`src/rtl/fault_input_monitor.sv`:
```
// Multi-channel fault/status pin supervisor: two-FF sync, programmable deglitch,
// sticky edge-latched status with power-up blanking and a masked registered irq.
module fault_input_monitor #(
    parameter int unsigned             CHANNELS          = 4,
    parameter int unsigned             COUNTER_WIDTH     = 8,
    parameter int unsigned             DEFAULT_THRESHOLD = 16,
    parameter logic [CHANNELS-1:0]     INACTIVE_LEVEL    = '0
) (
    input  logic                     clk,
    input  logic                     reset,
    input  logic [CHANNELS-1:0]      in,
    input  logic [COUNTER_WIDTH-1:0] cfg_threshold,
    input  logic                     cfg_load,
    input  logic [CHANNELS-1:0]      mask,
    input  logic [CHANNELS-1:0]      clear,
    output logic [CHANNELS-1:0]      level,
    output logic [CHANNELS-1:0]      status,
    output logic                     irq
);

    localparam int unsigned CW = COUNTER_WIDTH;
    localparam int unsigned BW = COUNTER_WIDTH + 2;

    localparam logic [CW-1:0] ONE_CW = CW'(1);
    localparam logic [CW:0]   ONE_CE = (CW + 1)'(1);
    localparam logic [BW-1:0] ONE_B  = BW'(1);
    localparam logic [BW-1:0] TWO_B  = BW'(2);

    typedef enum logic {
        ST_BLANK,
        ST_RUN
    } state_t;

    state_t              state_q, state_d;
    logic [BW-1:0]       blank_cnt_q, blank_cnt_d;
    logic [CW-1:0]       thr_q, thr_d;
    logic [CHANNELS-1:0] sync1_q, sync1_d;
    logic [CHANNELS-1:0] sync_q, sync_d;
    logic [CHANNELS-1:0] level_q, level_d;
    logic [CHANNELS-1:0] prev_active_q, prev_active_d;
    logic [CHANNELS-1:0] status_q, status_d;
    logic                irq_q, irq_d;
    logic [CW-1:0]       cnt_q [CHANNELS];
    logic [CW-1:0]       cnt_d [CHANNELS];

    logic [CW-1:0]       teff;
    logic [BW-1:0]       blank_target;
    logic                go_run;
    logic [CHANNELS-1:0] active_q, active_d, rise, set_v;

    assign teff         = (thr_q == '0) ? ONE_CW : thr_q;
    assign blank_target = {2'b00, teff} + TWO_B;

    // Synchroniser and per-channel stability filter
    always_comb begin
        sync1_d = in;
        sync_d  = sync1_q;
        thr_d   = cfg_load ? cfg_threshold : thr_q;
        level_d = level_q;
        for (int unsigned i = 0; i < CHANNELS; i++) begin
            cnt_d[i] = '0;
            if (cfg_load) begin
                cnt_d[i] = '0;
            end else if (sync_q[i] == level_q[i]) begin
                cnt_d[i] = '0;
            end else if (({1'b0, cnt_q[i]} + ONE_CE) >= {1'b0, teff}) begin
                level_d[i] = sync_q[i];
                cnt_d[i]   = '0;
            end else begin
                cnt_d[i] = cnt_q[i] + ONE_CW;
            end
        end
    end

    // Blanking state machine
    always_comb begin
        state_d     = state_q;
        blank_cnt_d = blank_cnt_q;
        go_run      = 1'b0;
        unique case (state_q)
            ST_BLANK: begin
                if (cfg_load) begin
                    blank_cnt_d = '0;
                end else if ((blank_cnt_q + ONE_B) >= blank_target) begin
                    state_d = ST_RUN;
                    go_run  = 1'b1;
                end else begin
                    blank_cnt_d = blank_cnt_q + ONE_B;
                end
            end
            ST_RUN: begin
                state_d = ST_RUN;
            end
        endcase
    end

    // Status latching and interrupt
    always_comb begin
        active_q = level_q ^ INACTIVE_LEVEL;
        active_d = level_d ^ INACTIVE_LEVEL;
        rise     = active_q & ~prev_active_q;
        set_v    = '0;
        if (state_q == ST_RUN) begin
            set_v = rise;
        end else if (go_run) begin
            set_v = active_d;
        end
        // On leaving BLANK the post-edge level is already reported, so seed the
        // edge detector with it to avoid a second set on the following edge.
        prev_active_d = go_run ? active_d : active_q;
        status_d      = (status_q & ~clear) | set_v;
        irq_d         = |(status_q & mask);
    end

    always_ff @(posedge clk or posedge reset) begin
        if (reset) begin
            state_q       <= ST_BLANK;
            blank_cnt_q   <= '0;
            thr_q         <= CW'(DEFAULT_THRESHOLD);
            sync1_q       <= INACTIVE_LEVEL;
            sync_q        <= INACTIVE_LEVEL;
            level_q       <= INACTIVE_LEVEL;
            prev_active_q <= '0;
            status_q      <= '0;
            irq_q         <= 1'b0;
            for (int unsigned i = 0; i < CHANNELS; i++) begin
                cnt_q[i] <= '0;
            end
        end else begin
            state_q       <= state_d;
            blank_cnt_q   <= blank_cnt_d;
            thr_q         <= thr_d;
            sync1_q       <= sync1_d;
            sync_q        <= sync_d;
            level_q       <= level_d;
            prev_active_q <= prev_active_d;
            status_q      <= status_d;
            irq_q         <= irq_d;
            for (int unsigned i = 0; i < CHANNELS; i++) begin
                cnt_q[i] <= cnt_d[i];
            end
        end
    end

    assign level  = level_q;
    assign status = status_q;
    assign irq    = irq_q;

endmodule

```
`config.mk`:
```
export PLATFORM = sky130hd
export DESIGN_NAME = fault_input_monitor
export DESIGN_NICKNAME = d
export VERILOG_FILES = /design/src/rtl/fault_input_monitor.sv
export SDC_FILE = /design/constraint.sdc
export NUM_CORES = 1
export LEC_CHECK = 0
export CORE_ASPECT_RATIO = 0.6
export CORE_MARGIN = 5
export CORE_UTILIZATION = 63
export CTS_CLUSTER_DIAMETER = 30
export DETAILED_ROUTE_END_ITERATION = 8
export PLACE_DENSITY_LB_ADDON = 0.12
export SYNTH_ARGS = -nofsm -noshare
export SYNTH_HDL_FRONTEND = slang
export SYNTH_SLANG_ARGS = --single-unit
```
`constraint.sdc`:
```
create_clock -name clk -period 4.1 [get_ports clk]
set_input_delay 0.82 -clock clk [delete_from_list [all_inputs] [get_ports clk]]
set_output_delay 0.82 -clock clk [all_outputs]
set_load 0.01 [all_outputs]
```
==> results of run 1 <==
-- area by class of cell --
| cell class | count | area [um^2] |
|---|---|---|
| multi-input cells | 307 | 2260 |
| fillers | 523 | 1810 |
| flip-flops and latches | 72 | 1800 |
| repair buffers | 34 | 333 |
| clock buffers | 12 | 145 |
| well taps | 87 | 109 |
| inverters | 23 | 86.3 |
| clock inverters | 4 | 20.0 |
-- sequential cells by signal, indices dropped and copies added (netlist names) --
register and cells:
thr_q 8, sync1_q 4, sync_q 4, irq 1
cnt_q 32, prev_active_q 4, state_q 1, blank_cnt_q 10
level 4, status 4
-- Yosys cell counts (2+ instances only) --
library cell  number
nand4_1            2
mux2_2            11
mux2i_1            5
nand3_1           24
dfrtp_1           71
and4_1             2
nand2b_1           2
o211ai_1           3
nor3_1             2
nand3b_1           2
xor2_1            13
or4_1              3
a21o_1             5
a22oi_1            2
nor2_1            26
inv_1             23
ha_1              46
nand2_1           43
and2_1             3
clkbuf_1           5
a41o_1             3
o21ai_0           15
and3_1            16
xnor2_1           29
nor2b_1           18
a221o_1            5
nor4_1             2
a21oi_1           10
-- stage by stage --
step,worst slack [ns],std cells,util
3_3_place_gp,0.994,523,0.699
2_1_floorplan,1.46,409,-
5_1_grt,0.596,539,0.724
3_5_place_dp,0.873,523,0.699
6_report,0.847,539,0.724
4_1_cts,0.848,539,0.724
-- power groups by stage --
stage / combinational, mW / sequential (mW) / clock [mW]
floorplan: 0.378 / 0.942 / 0
global placement: 0.575 / 0.950 / 0
detailed placement: 0.609 / 0.956 / 0
CTS: 0.613 / 0.944 / 0.506
global route: 0.674 / 0.959 / 0.538
finish: 0.608 / 0.944 / 0.488
-- per-layer routing --
| layer | wire length (um) | share of wire | global-route usage | vias to the layer above |
|---|---|---|---|---|
| li1 | - | - | - | 1501 |
| met1 | 4540 | 0.49 | 0.325 | 1471 |
| met2 | 4090 | 0.44 | 0.376 | 70 |
| met3 | 423 | 0.046 | 0.0663 | 15 |
| met4 | 149 | 0.016 | 0.0768 | 0 |
| met5 | 0 | 0 | 0 | - |
-- kinds of logic after synthesis --
group,count (synthesis),share of synthesized area
and+or+nand+nor,149,0.179
DFF,72,0.432
AOI/OAI and AO/OA,53,0.0904
adders and majority gates,46,0.138
xor gates and xnor gates,42,0.0880
buffers and inverters,30,0.0282
muxes,17,0.0452
-- path summary, 6_finish.rpt --
kind	endpoint
max in group asynchronous	thr_q[4]$_DFFE_PP1P_
min reg2reg	sync_q[3]$_DFF_PP0_
min in group asynchronous	cnt_q[1]$_DFF_PP0_
max	blank_cnt_q[6]$_DFFE_PP0P_
max reg2reg	blank_cnt_q[6]$_DFFE_PP0P_
min	sync_q[3]$_DFF_PP0_
==> flow_summary.toml, run 1 <==
[status]
outcome = "finished clean"

[cts]
ctsResizeCount = 0
hold_buffers = 0
post_cts_buffers = 0
cts_buffers = 9
root_buffer = "clkbuf_8"
cts_tree = "yes"
clk_path_buf_depth = 2
path_clk_slew_ns = 0.07
clk_latency_ns = 0.36
clock_sink_count = 72
cts_max_level = 3

[synth]
syn_avg_cell_area_um2 = 10.2
synthCells = 409
async_flop_share = 1.00
ys_seq_area_frac = 0.432
synth_area_leaders = "dfrtp_1, ha_1, xnor2_1, nand2_1, mux2_2"
syn_nets = 478
synthFlopType = "dfrtp_1"
synth_top_area_frac = 0.425
ys_seq_elements = 72
yosys_warnings = 0
synth_edf_count = 0
synth_cell_type_count = 46
synth_area_um2 = 4180
yosysTopAreaCell = "dfrtp_1"

[timing]
hold_viol = 0
post-route-min-period_ns = 3.25
relSlewSlack = 0.593
fin_skew_ns = 0.00928
grt_setup_unrepaired = "false"
fin_crit_sh = 0.793
slew_viol_final = 0
whs_ns = 0.358
worst-slew-pin-transition_ns = 0.611
setup_viol = 0
fmax_ghz = 0.307
finalSetupTns_ns = 0

[setup_path]
criticalPathCategory = "register to register"
rr_startpoint = "thr_q[4]$_DFFE_PP1P_"
end_kind = "register"
max_stage_delay_ns = 0.55
cp_slowest_cell = "o41ai_1"
startpoint = "thr_q[4]$_DFFE_PP1P_"
start_kind = "register"
critPathMaxFanout = 10
crit_buf_inv = 0
crit_family = "compound AO/OA/AOI/OAI gates"
critical_path_required_ns = 4.34
path_cells = "nor4_1 > a41o_1 > ha_1 > nor2_1 > a21oi_1 > o41ai_1 > nand3b_1 > nand2b_1 > mux2_2"
arrival_ns = 3.49
worstSetupPathDepth = 9
regToRegSetupSlack_ns = 0.85
reg2reg_depth = 9

[placement]
place.gp.congestion = 0.874
numPortBuffers = 31
place_hpwl_um = 6990
placed_cell_area_um2 = 4590

[route]
detail_route.wl_per_cell_um = 17.1
wl_um = 9210
vias_per_cell = 5.67
vias = 3057
drtAntennaViolNets = 0
drt_iter0_markers = 215
first_pass_iters = 4
drc_errors = 0

[floorplanning]
num_rows = 23
die_h_um = 73.1
core_um2 = 6560
dieArea_um2 = 8410
die_w_um = 115
io_pins = 32
start_util = 0.637

[grt]
grt_start_max_net_pins = 28
antenna_found_initial = 0
grt_first_pass_wirelength_um = 15200
grt_use_total = 0.239
overflow = 0
grt_pass1_vias = 3079

[job]
cap_violations = 0

[layout]
final_cell_mix = "dfrtp_1, ha_1, nand2_1"
final_common_cell = "dfrtp_1"
num-nets-final = 516
drive_gt1_frac = 0.0819
syn2layout_area_growth_pct = 13.8
antenna_cells = 0
design_area_um2 = 4750

[power]
internal_power_mw = 1.36
power_frac_seq = 0.463
p_clk_frac = 0.239
peakVddDrop_v = 0.000336
powerDensity_nw_per_um2 = 429
p_sw_frac = 0.334
total_power_mw = 2.04
leakagePower_nw = 2.36
p_switching_mw = 0.681
comb_power_share = 0.298

[min_path]
min_from = "sync1_q[3]$_DFF_PP0_"
hold_class = "register to register"
hold_depth = 0
Power figures use the tool's default switching activity.
==> inputs of run 2 (changes only) <==
CORE_UTILIZATION = 53   (was 63)
clock period = 2.9 ns   (was 4.1 ns; I/O delays follow)
==> flow_summary.toml, run 2 (same netlist as run 1, synthesis figures left out) <==
[timing]
post-route-min-period_ns = 2.79
relSlewSlack = 0.583
hold_viol = 0
slew_viol_final = 0
finalSetupTns_ns = 0
setup_ws_ns = 0.113
whs_ns = 0.348
fmax_ghz = 0.359
grt_setup_unrepaired = "true"
fin_skew_ns = 0.00297
setup_viol = 0
worst-slew-pin-transition_ns = 0.625
fin_crit_sh = 0.961

[cts]
cts_max_level = 3
clk_latency_ns = 0.34
cts_tree = "yes"
path_clk_slew_ns = 0.05
clk_path_buf_depth = 2
root_buffer = "clkbuf_16"
cts_buffers = 9
clock_sink_count = 72

[power]
total_power_mw = 3.32
p_clk_frac = 0.311
internal_power_mw = 2.28
p_switching_mw = 1.04
comb_power_share = 0.291
peakVddDrop_v = 0.000372
power_frac_seq = 0.398
powerDensity_nw_per_um2 = 648
p_sw_frac = 0.312
leakagePower_nw = 2.54

[floorplanning]
start_util = 0.536
die_h_um = 78.8
die_w_um = 125
num_rows = 25
io_pins = 32
core_um2 = 7790
dieArea_um2 = 9820

[grt]
antenna_found_initial = 0
grt_pass1_vias = 3087
grt_start_max_net_pins = 30
grt_use_total = 0.202
overflow = 0
grt_first_pass_wirelength_um = 15600

[route]
drt_iter0_markers = 202
drc_errors = 0
vias_per_cell = 5.40
first_pass_iters = 5
drtAntennaViolNets = 0
detail_route.wl_per_cell_um = 16.3
vias = 3130
wl_um = 9460

[layout]
syn2layout_area_growth_pct = 22.7
multi_input_area_um2 = 2320
utilization = 0.658
num-nets-final = 537
drive_gt1_frac = 0.150
antenna_cells = 0
reg_top3 = "cnt_q x32, blank_cnt_q x10, thr_q x8"
design_area_um2 = 5130
final_common_cell = "dfrtp_1"
final_cell_mix = "dfrtp_1, ha_1, nand2_1"
regArea_um2 = 1800
instances_no_fill = 580
regMostFlops = "cnt_q"
nFillCells = 608
largest_reg_flops = 32

[setup_path]
critical_path_required_ns = 3.12
regToRegSetupSlack_ns = 0.11
crit_top_cell = "o21ai_1"
cp_slowest_cell = "dfrtp_1"
end_kind = "register"
arrival_ns = 3.01
path_cells = "and4_1 > nand2_1 > nor2_2 > xor2_1 > ha_1 > and3_1 > a221oi_2 > o21ai_1 > o21ai_1 > mux2_2 > a221o_1"
max_stage_delay_ns = 0.39
crit_family = "compound AO/OA/AOI/OAI gates"
critPathMaxFanout = 4
start_kind = "register"
crit_buf_inv = 0
criticalPathCategory = "register to register"

[placement]
placed_cell_area_um2 = 4750
place_hpwl_um = 7110
dp_cells = 561
numPortBuffers = 31
pre_cts_ws_ns = 0.0494
place.gp.congestion = 0.900

[min_path]
hold_class = "register to register"

[status]
outcome = "finished clean"

[job]
cap_violations = 0
## run 2: area by class of cell
type / instances / share of cell area
tap: 108 / 0.0264
inverter: 23 / 0.0168
multi-input combinational: 307 / 0.453
clock buffer: 12 / 0.0500
sequential: 72 / 0.352
clock inverter: 3 / 0.00342
timing repair buffer: 55 / 0.0981
## run 2: worst paths after layout
check | cells past startpoint | end | start
setup / recovery | 11 | status[1]$_DFF_PP0_ | cnt_q[19]$_DFF_PP0_
hold / removal | 0 | sync_q[3]$_DFF_PP0_ | sync1_q[3]$_DFF_PP0_
setup reg to reg | 11 | status[1]$_DFF_PP0_ | cnt_q[19]$_DFF_PP0_
hold reg to reg | 0 | sync_q[3]$_DFF_PP0_ | sync1_q[3]$_DFF_PP0_
max in group asynchronous | 3 | cnt_q[5]$_DFF_PP0_ | reset
min in group asynchronous | 2 | irq$_DFF_PP0_ | reset
## run 2: timing repair
item / in CTS / in global routing
endpoints found under the setup margin: 0 / 27
hold buffers: 0 / 0
resized for setup: 0 / 16
setup buffers: 0 / 4
## run 2: per-layer routing
metal | wire [um] | track usage | part of all wire | vias to the layer above
li1 | - | - | - | 1551
met1 | 4880 | 0.295 | 0.52 | 1484
met2 | 3920 | 0.296 | 0.41 | 78
met3 | 503 | 0.0504 | 0.053 | 17
met4 | 157 | 0.0635 | 0.017 | 0
met5 | 0 | 0 | 0 | -
## run 2: power by group through the flow
| stage | Clock [mW] | Combinational (mW) | Sequential [mW] |
|---|---|---|---|
| 6_report | 1.03 | 0.967 | 1.32 |
| 4_1_cts | 1.05 | 0.946 | 1.32 |
| 2_1_floorplan | 0 | 0.534 | 1.33 |
| 3_5_place_dp | 0 | 0.936 | 1.34 |
| 3_3_place_gp | 0 | 0.907 | 1.33 |
| 5_1_grt | 1.09 | 1.08 | 1.34 |
==> inputs of run 3 (changes only) <==
SLEW_MARGIN = 5   (was default)
==> results of run 3 <==
No change in the layout: final DEF, timing and power equal those of run 2.
